`src/rtl/bidir_bank_pkg.sv`:
```
// Shared definitions for the bidir_bank IO bank: mode names, width helper and
// the per-channel state record.
package bidir_bank_pkg;

    localparam string MODE_INPUT  = "INPUT";
    localparam string MODE_OUTPUT = "OUTPUT";
    localparam string MODE_INOUT  = "INOUT";

    function automatic int clog2_min1(input int n);
        int w;
        w = 1;
        while ((1 << w) < n) w++;
        return w;
    endfunction

    localparam int SYNC_MAX  = 4;
    localparam int DEB_MAX_W = clog2_min1(255);
    localparam int TURN_W    = 3;

    // Sized for the largest legal configuration; unused upper bits stay 0.
    typedef struct packed {
        logic [SYNC_MAX-1:0]  sync;
        logic [DEB_MAX_W-1:0] deb;
        logic [TURN_W-1:0]    turn;
    } ch_state_t;

endpackage

```
`src/rtl/bidir_bank_ch.sv`:
```
// One input channel: synchroniser, turnaround blanking, debounce filter and
// IQZ change pulse.
module bidir_bank_ch
    import bidir_bank_pkg::*;
#(
    parameter int SYNC_STAGES = 2,
    parameter int DEB_CYCLES  = 4,
    parameter int TURN_CYCLES = 1
) (
    input  logic clk,
    input  logic rst_n,
    input  logic iqe,
    input  logic pad,
    input  logic inen,
    input  logic drv,
    input  logic drv_nxt,
    output logic iqz,
    output logic iedge
);

    localparam int DEB_W = clog2_min1(DEB_CYCLES);
    localparam logic [SYNC_MAX-1:0]  SYNC_TAP = SYNC_MAX'(1) << (SYNC_STAGES - 1);
    localparam logic [DEB_MAX_W-1:0] DEB_LAST = DEB_MAX_W'(DEB_CYCLES - 1);

    ch_state_t        st_q;
    ch_state_t        st_d;
    logic             iqz_d;
    logic             iedge_d;
    logic             s;
    logic             blank;
    logic [DEB_W-1:0] deb_cnt;

    always_comb begin
        s       = |(st_q.sync & SYNC_TAP);
        blank   = drv | ~inen | (st_q.turn != '0);
        deb_cnt = st_q.deb[DEB_W-1:0];
        st_d      = st_q;
        st_d.sync = {st_q.sync[SYNC_MAX-2:0], pad};
        iqz_d     = iqz;
        iedge_d   = 1'b0;
        if (iqe) begin
            // Own drive being released starts the turnaround window.
            if (drv && !drv_nxt)
                st_d.turn = TURN_W'(TURN_CYCLES);
            else if (st_q.turn != '0)
                st_d.turn = st_q.turn - 1'b1;

            if (blank || (s == iqz)) begin
                st_d.deb = '0;
            end else if (st_q.deb == DEB_LAST) begin
                st_d.deb = '0;
                iqz_d    = s;
                iedge_d  = 1'b1;
            end else begin
                st_d.deb = DEB_MAX_W'(deb_cnt + 1'b1);
            end
        end
    end

    // Stage boundary: channel state, filtered level and edge pulse
    always_ff @(posedge clk or negedge rst_n) begin
        if (!rst_n) begin
            st_q  <= '0;
            iqz   <= 1'b0;
            iedge <= 1'b0;
        end else begin
            st_q  <= st_d;
            iqz   <= iqz_d;
            iedge <= iedge_d;
        end
    end

endmodule

```
`src/rtl/bidir_bank.sv`:
```
// NCH-channel bidirectional IO bank with registered output path and filtered
// inputs. Optional macro BIDIR_BANK_LOOPBACK_EN adds the LPBK self-test port.
module bidir_bank
    import bidir_bank_pkg::*;
#(
    parameter int    NCH         = 8,
    parameter string MODE        = "INOUT",
    parameter int    SYNC_STAGES = 2,
    parameter int    DEB_CYCLES  = 4,
    parameter int    TURN_CYCLES = 1
) (
    input  logic           IQC,
    input  logic           IQR,
    input  logic           IQE,
    input  logic [NCH-1:0] OQI,
    input  logic [NCH-1:0] OQE,
    input  logic [NCH-1:0] INEN,
    input  logic [NCH-1:0] I_PAD,
`ifdef BIDIR_BANK_LOOPBACK_EN
    input  logic           LPBK,
`endif
    output logic [NCH-1:0] O_PAD,
    output logic [NCH-1:0] O_EN,
    output logic [NCH-1:0] IZ,
    output logic [NCH-1:0] IQZ,
    output logic [NCH-1:0] IEDGE
);

    localparam bit HAS_OUT = (MODE != MODE_INPUT);
    localparam bit HAS_IN  = (MODE != MODE_OUTPUT);

    logic [NCH-1:0] o_pad_q;
    logic [NCH-1:0] o_en_q;
    logic [NCH-1:0] drv;
    logic [NCH-1:0] drv_nxt;
    logic [NCH-1:0] pad_src;

    generate
        if (HAS_OUT) begin : g_out
            // Stage boundary: fabric to pad registers
            always_ff @(posedge IQC or negedge IQR) begin
                if (!IQR) begin
                    o_pad_q <= '0;
                    o_en_q  <= '0;
                end else if (IQE) begin
                    o_pad_q <= OQI;
                    o_en_q  <= OQE;
                end
            end
        end else begin : g_no_out
            assign o_pad_q = '0;
            assign o_en_q  = '0;
        end
    endgenerate

`ifdef BIDIR_BANK_LOOPBACK_EN
    // Loopback feeds the output register back in and releases the pad.
    assign drv     = o_en_q & {NCH{~LPBK}};
    assign drv_nxt = OQE & {NCH{~LPBK}};
    assign pad_src = LPBK ? o_pad_q : I_PAD;
`else
    assign drv     = o_en_q;
    assign drv_nxt = OQE;
    assign pad_src = I_PAD;
`endif

    assign O_PAD = o_pad_q;
    assign O_EN  = drv;

    generate
        if (HAS_IN) begin : g_in
            assign IZ = I_PAD & INEN;
            for (genvar i = 0; i < NCH; i++) begin : g_ch
                bidir_bank_ch #(
                    .SYNC_STAGES(SYNC_STAGES),
                    .DEB_CYCLES (DEB_CYCLES),
                    .TURN_CYCLES(TURN_CYCLES)
                ) u_ch (
                    .clk    (IQC),
                    .rst_n  (IQR),
                    .iqe    (IQE),
                    .pad    (pad_src[i]),
                    .inen   (INEN[i]),
                    .drv    (drv[i]),
                    .drv_nxt(drv_nxt[i]),
                    .iqz    (IQZ[i]),
                    .iedge  (IEDGE[i])
                );
            end
        end else begin : g_no_in
            assign IZ    = '0;
            assign IQZ   = '0;
            assign IEDGE = '0;
        end
    endgenerate

endmodule

```
`config.mk`:
```
export PLATFORM = sky130hd
export DESIGN_NAME = bidir_bank
export DESIGN_NICKNAME = d
export VERILOG_FILES = /design/src/rtl/bidir_bank_pkg.sv /design/src/rtl/bidir_bank_ch.sv /design/src/rtl/bidir_bank.sv
export SDC_FILE = /design/constraint.sdc
export NUM_CORES = 1
export LEC_CHECK = 0
export BUFFER_PORTS_ARGS = -buffer_cell sky130_fd_sc_hd__buf_2
export CAP_MARGIN = 20
export CORE_UTILIZATION = 61
export CTS_CLUSTER_DIAMETER = 50
export DETAILED_ROUTE_END_ITERATION = 6
export GPL_ROUTABILITY_DRIVEN = 0
export PLACE_DENSITY = 0.83
export SLEW_MARGIN = 20
export SYNTH_ARGS = -nofsm -noshare
export SYNTH_HDL_FRONTEND = slang
export SYNTH_SLANG_ARGS = --single-unit
```
`constraint.sdc`:
```
create_clock -name IQC -period 2.7 [get_ports IQC]
set_input_delay 0.405 -clock IQC [delete_from_list [all_inputs] [get_ports IQC]]
set_output_delay 0.405 -clock IQC [all_outputs]
set_load 0.02 [all_outputs]
```
==> key figures <==
Yosys
  • Post-synthesis adder-cell area fraction: 0.06532
  • Cell with the most instances after synthesis: dfrtp_1
  • Cell count after synthesis: 395
  • Register area share after synthesis: 0.5226
  • Synth Net Count: 454
  • Synth area leader: dfrtp_1
  • Simple-gate area share of the yosys netlist: 0.1611
  • Post-synth EDFFs: 0
  • Count of cell types in the netlist: 42
  • Mux cell area share after synthesis: 0.07485
  • Synth Area in XOR/XNOR: 0.01524
  • Seq cells post-synth: 96
  • Top_reg_cell synth: dfrtp_1
  • Avg Inst Size Synth: 11.64 um2
  • Synth Cell Area: 4597 um2
  • Yosys warning count: 0
  • Most frequent cells after synthesis: dfrtp_1 (96), inv_1 (27), mux2_2 (27)
  • Yosys top cell area share: 0.5226
  • Largest family of logic cells by synthesized area: simple AND/OR/NAND/NOR gates
  • Synth async-reset ratio: 1.000
  • Top post-synthesis cells by area: dfrtp_1 (52%), mux2_2 (6.6%), ha_1 (6.5%)
  • Compound-Gate Fraction of Synth Area: 0.08928

Clocking
  • Htree depth: 3
  • Longest Clk Path Bufs: 2
  • Clk sinks: 96
  • Clock input transition at the sequential cells of the worst setup and hold paths: 90 ps
  • Number of CTS-inserted buffers: 9
  • Root Buffer: clkbuf_8
  • # Post-CTS Setup Buffers: 0
  • CTS tree: built
  • Clock Latency Late Sink: 350 ps
  • Hold buffer count at CTS: 0
  • Post-cts sizing count: 0

Timing
  • Fin crit share: 0.6353
  • Final min period: 1715 ps
  • Max-slew violations: 0
  • Setup TNS: 0 ps
  • Hold Violations, Final: 0
  • RSZ-0062 raised after global routing: false
  • Clock Skew: 6.661 ps
  • Finish-stage setup viols: 0
  • Worst-Margin Slew: 637.8 ps
  • Max_slew headroom: 0.5748
  • Highest Clock Rate: 583.0 MHz

Worst setup path
  • Crit path largest cell delay: 390 ps
  • Launch point of the worst path: g_in.g_ch[0].u_ch.st_q[0]
  • Crit-path max FO: 3
  • CP Data Arrival Time: 1960 ps
  • Crit-path cells: inv_1 -> ha_1 -> and4bb_2 -> or3b_1 -> mux2_2
  • CP bufs+invs: 1
  • Critical path class: flop to flop
  • Family with the most delay on the worst path: simple AND/OR/NAND/NOR gates
  • Worst path slowest cell: dfrtp_1
  • Worst setup EP type: flop
  • Worst reg2reg path startpoint: g_in.g_ch[0].u_ch.st_q[0]
  • Critical Path Source Type: flop
  • WP data required: 2940 ps

Die
  • Die extent in y: 88.81 um
  • Starting Density: 0.6338
  • Core box area: 7253 um2
  • Row cnt: 31
  • Chip width: 88.81 um
  • Ports: 75
  • Die area: 7887 um2

Final layout
  • Design area: 5151 um2
  • ANT cells: 0
  • Area Overhead vs Synth: 12.06%
  • Finished Layout Cells: 553
  • Share of cells above drive strength 1: 0.2841
  • Total Nets Final: 508

Power
  • Worst VDD drop: 555.7 uV
  • Sw Share: 0.2959
  • Comb pwr share: 0.255
  • Sequential share of power: 0.460
  • Clock Power Share: 0.285
  • Net switching power: 0.001149 W
  • Pint: 0.002735 W
  • Leakage: 2.489 nW
  • Total Power: 0.003884 W
  • Cell Pwr Density: 753.9 nW/um2

Flow run
  • Max cap viols: 0

Global route
  • First-pass GRT wire length: 12720 um
  • Total gr overflow: 0
  • Largest net degree at the start of global routing: 51
  • Initial antenna violation count: 0
  • Tot GR Track Use: 0.2131
  • Vias in the first global route: 2978

Placement
  • Dpl cells: 537
  • DP HPWL: 5517 um
  • Placement Cell Area: 4908 um2
  • Port bufs: 74

Worst hold path
  • HP Class: input port to asynchronous set/reset pin

Status
  • Outcome: finished clean

Detailed routing
  • Number of DRC markers in iteration 0: 117
  • Vias: 2996
  • Drt total wl: 7679 um
  • Antenna Nets Post-Route: 0
  • WL per Instance: 13.89 um
  • 1st-pass router iterations: 4
  • DR vias/cell: 5.418
  • DRC: 0
[flip-flops by register name (all words and copies together), names as in the netlist]
register                flops
g_in.g_ch.u_ch.s            8
g_in.g_ch.u_ch.iqz          8
g_in.g_ch.u_ch.st_q        32
O_PAD                       8
g_in.g_ch.u_ch.iedge        8
g_in.g_ch.u_ch.st_d         8
O_EN                        8
g_in.g_ch.u_ch.deb_cnt     16
[power groups by stage]
stage | Sequential, W | Clock [W] | Combinational (W)
2_1_floorplan | 0.00179 | 0 | 0.000762
3_3_place_gp | 0.00180 | 0 | 0.000929
3_5_place_dp | 0.00182 | 0 | 0.000996
4_1_cts | 0.00179 | 0.00113 | 0.00100
5_1_grt | 0.00182 | 0.00119 | 0.00113
6_report | 0.00179 | 0.00111 | 0.000989
[cells in the final DEF (no fill, tap or decap), drive strengths merged, types with 12 or more instances in the layout]
cell     Yosys  layout
inv         27      28
ha          24      24
nand3       19      19
mux2        27      27
dfrtp       96      96
nand2       14      14
nand2b      24      24
o21ai       12      12
buf         30      78
nor2b       16      16
o2bb2ai     16      16
[final cells by class]
cell class / count / area, um2
Sequential cell: 96 / 2402
Clock inverter: 7 / 118.9
Inverter: 27 / 101.3
Fill cell: 514 / 2102
Multi-Input combinational cell: 237 / 1866
Tap cell: 99 / 123.9
Timing Repair Buffer: 78 / 415.4
Clock buffer: 9 / 123.9
[path summary, 6_finish.rpt]
path	end	slack [ps]	cells past startpoint
min reg2reg	g_in.g_ch[3].u_ch.s	360	0
max reg2reg	g_in.g_ch[0].u_ch.iqz	980	5
max	g_in.g_ch[0].u_ch.iqz	980	5
min in group IQC	g_in.g_ch[6].u_ch.st_d[12]	160	1
min	g_in.g_ch[7].u_ch.iqz	70	1
max in group asynchronous	g_in.g_ch[4].u_ch.iqz	1970	2
[metrics by stage]
step                      worst slack, ps  hold WS [ps]  utilization
after floorplan                      1098         109.4            -
after CTS                           976.4         88.87       0.7102
final                               984.7         72.69       0.7102
after detailed placement            759.0         337.3       0.6767
after global routing                850.9         118.1       0.7102
after global placement              790.9         332.1       0.6767
[routing by layer]
metal  routed length, um  GRT usage
met3                 283    0.05504
met4                 123    0.07331
met2                3826     0.3720
met5                   0          0
met1                3446     0.2567
[cell families after synthesis]
group | Yosys count
fa+ha+maj | 24
mux | 31
buf+inv | 62
xor+xnor | 8
simple gates | 115
compound gates | 59
flops | 96
No activity file was read; power rests on OpenSTA's default activity.
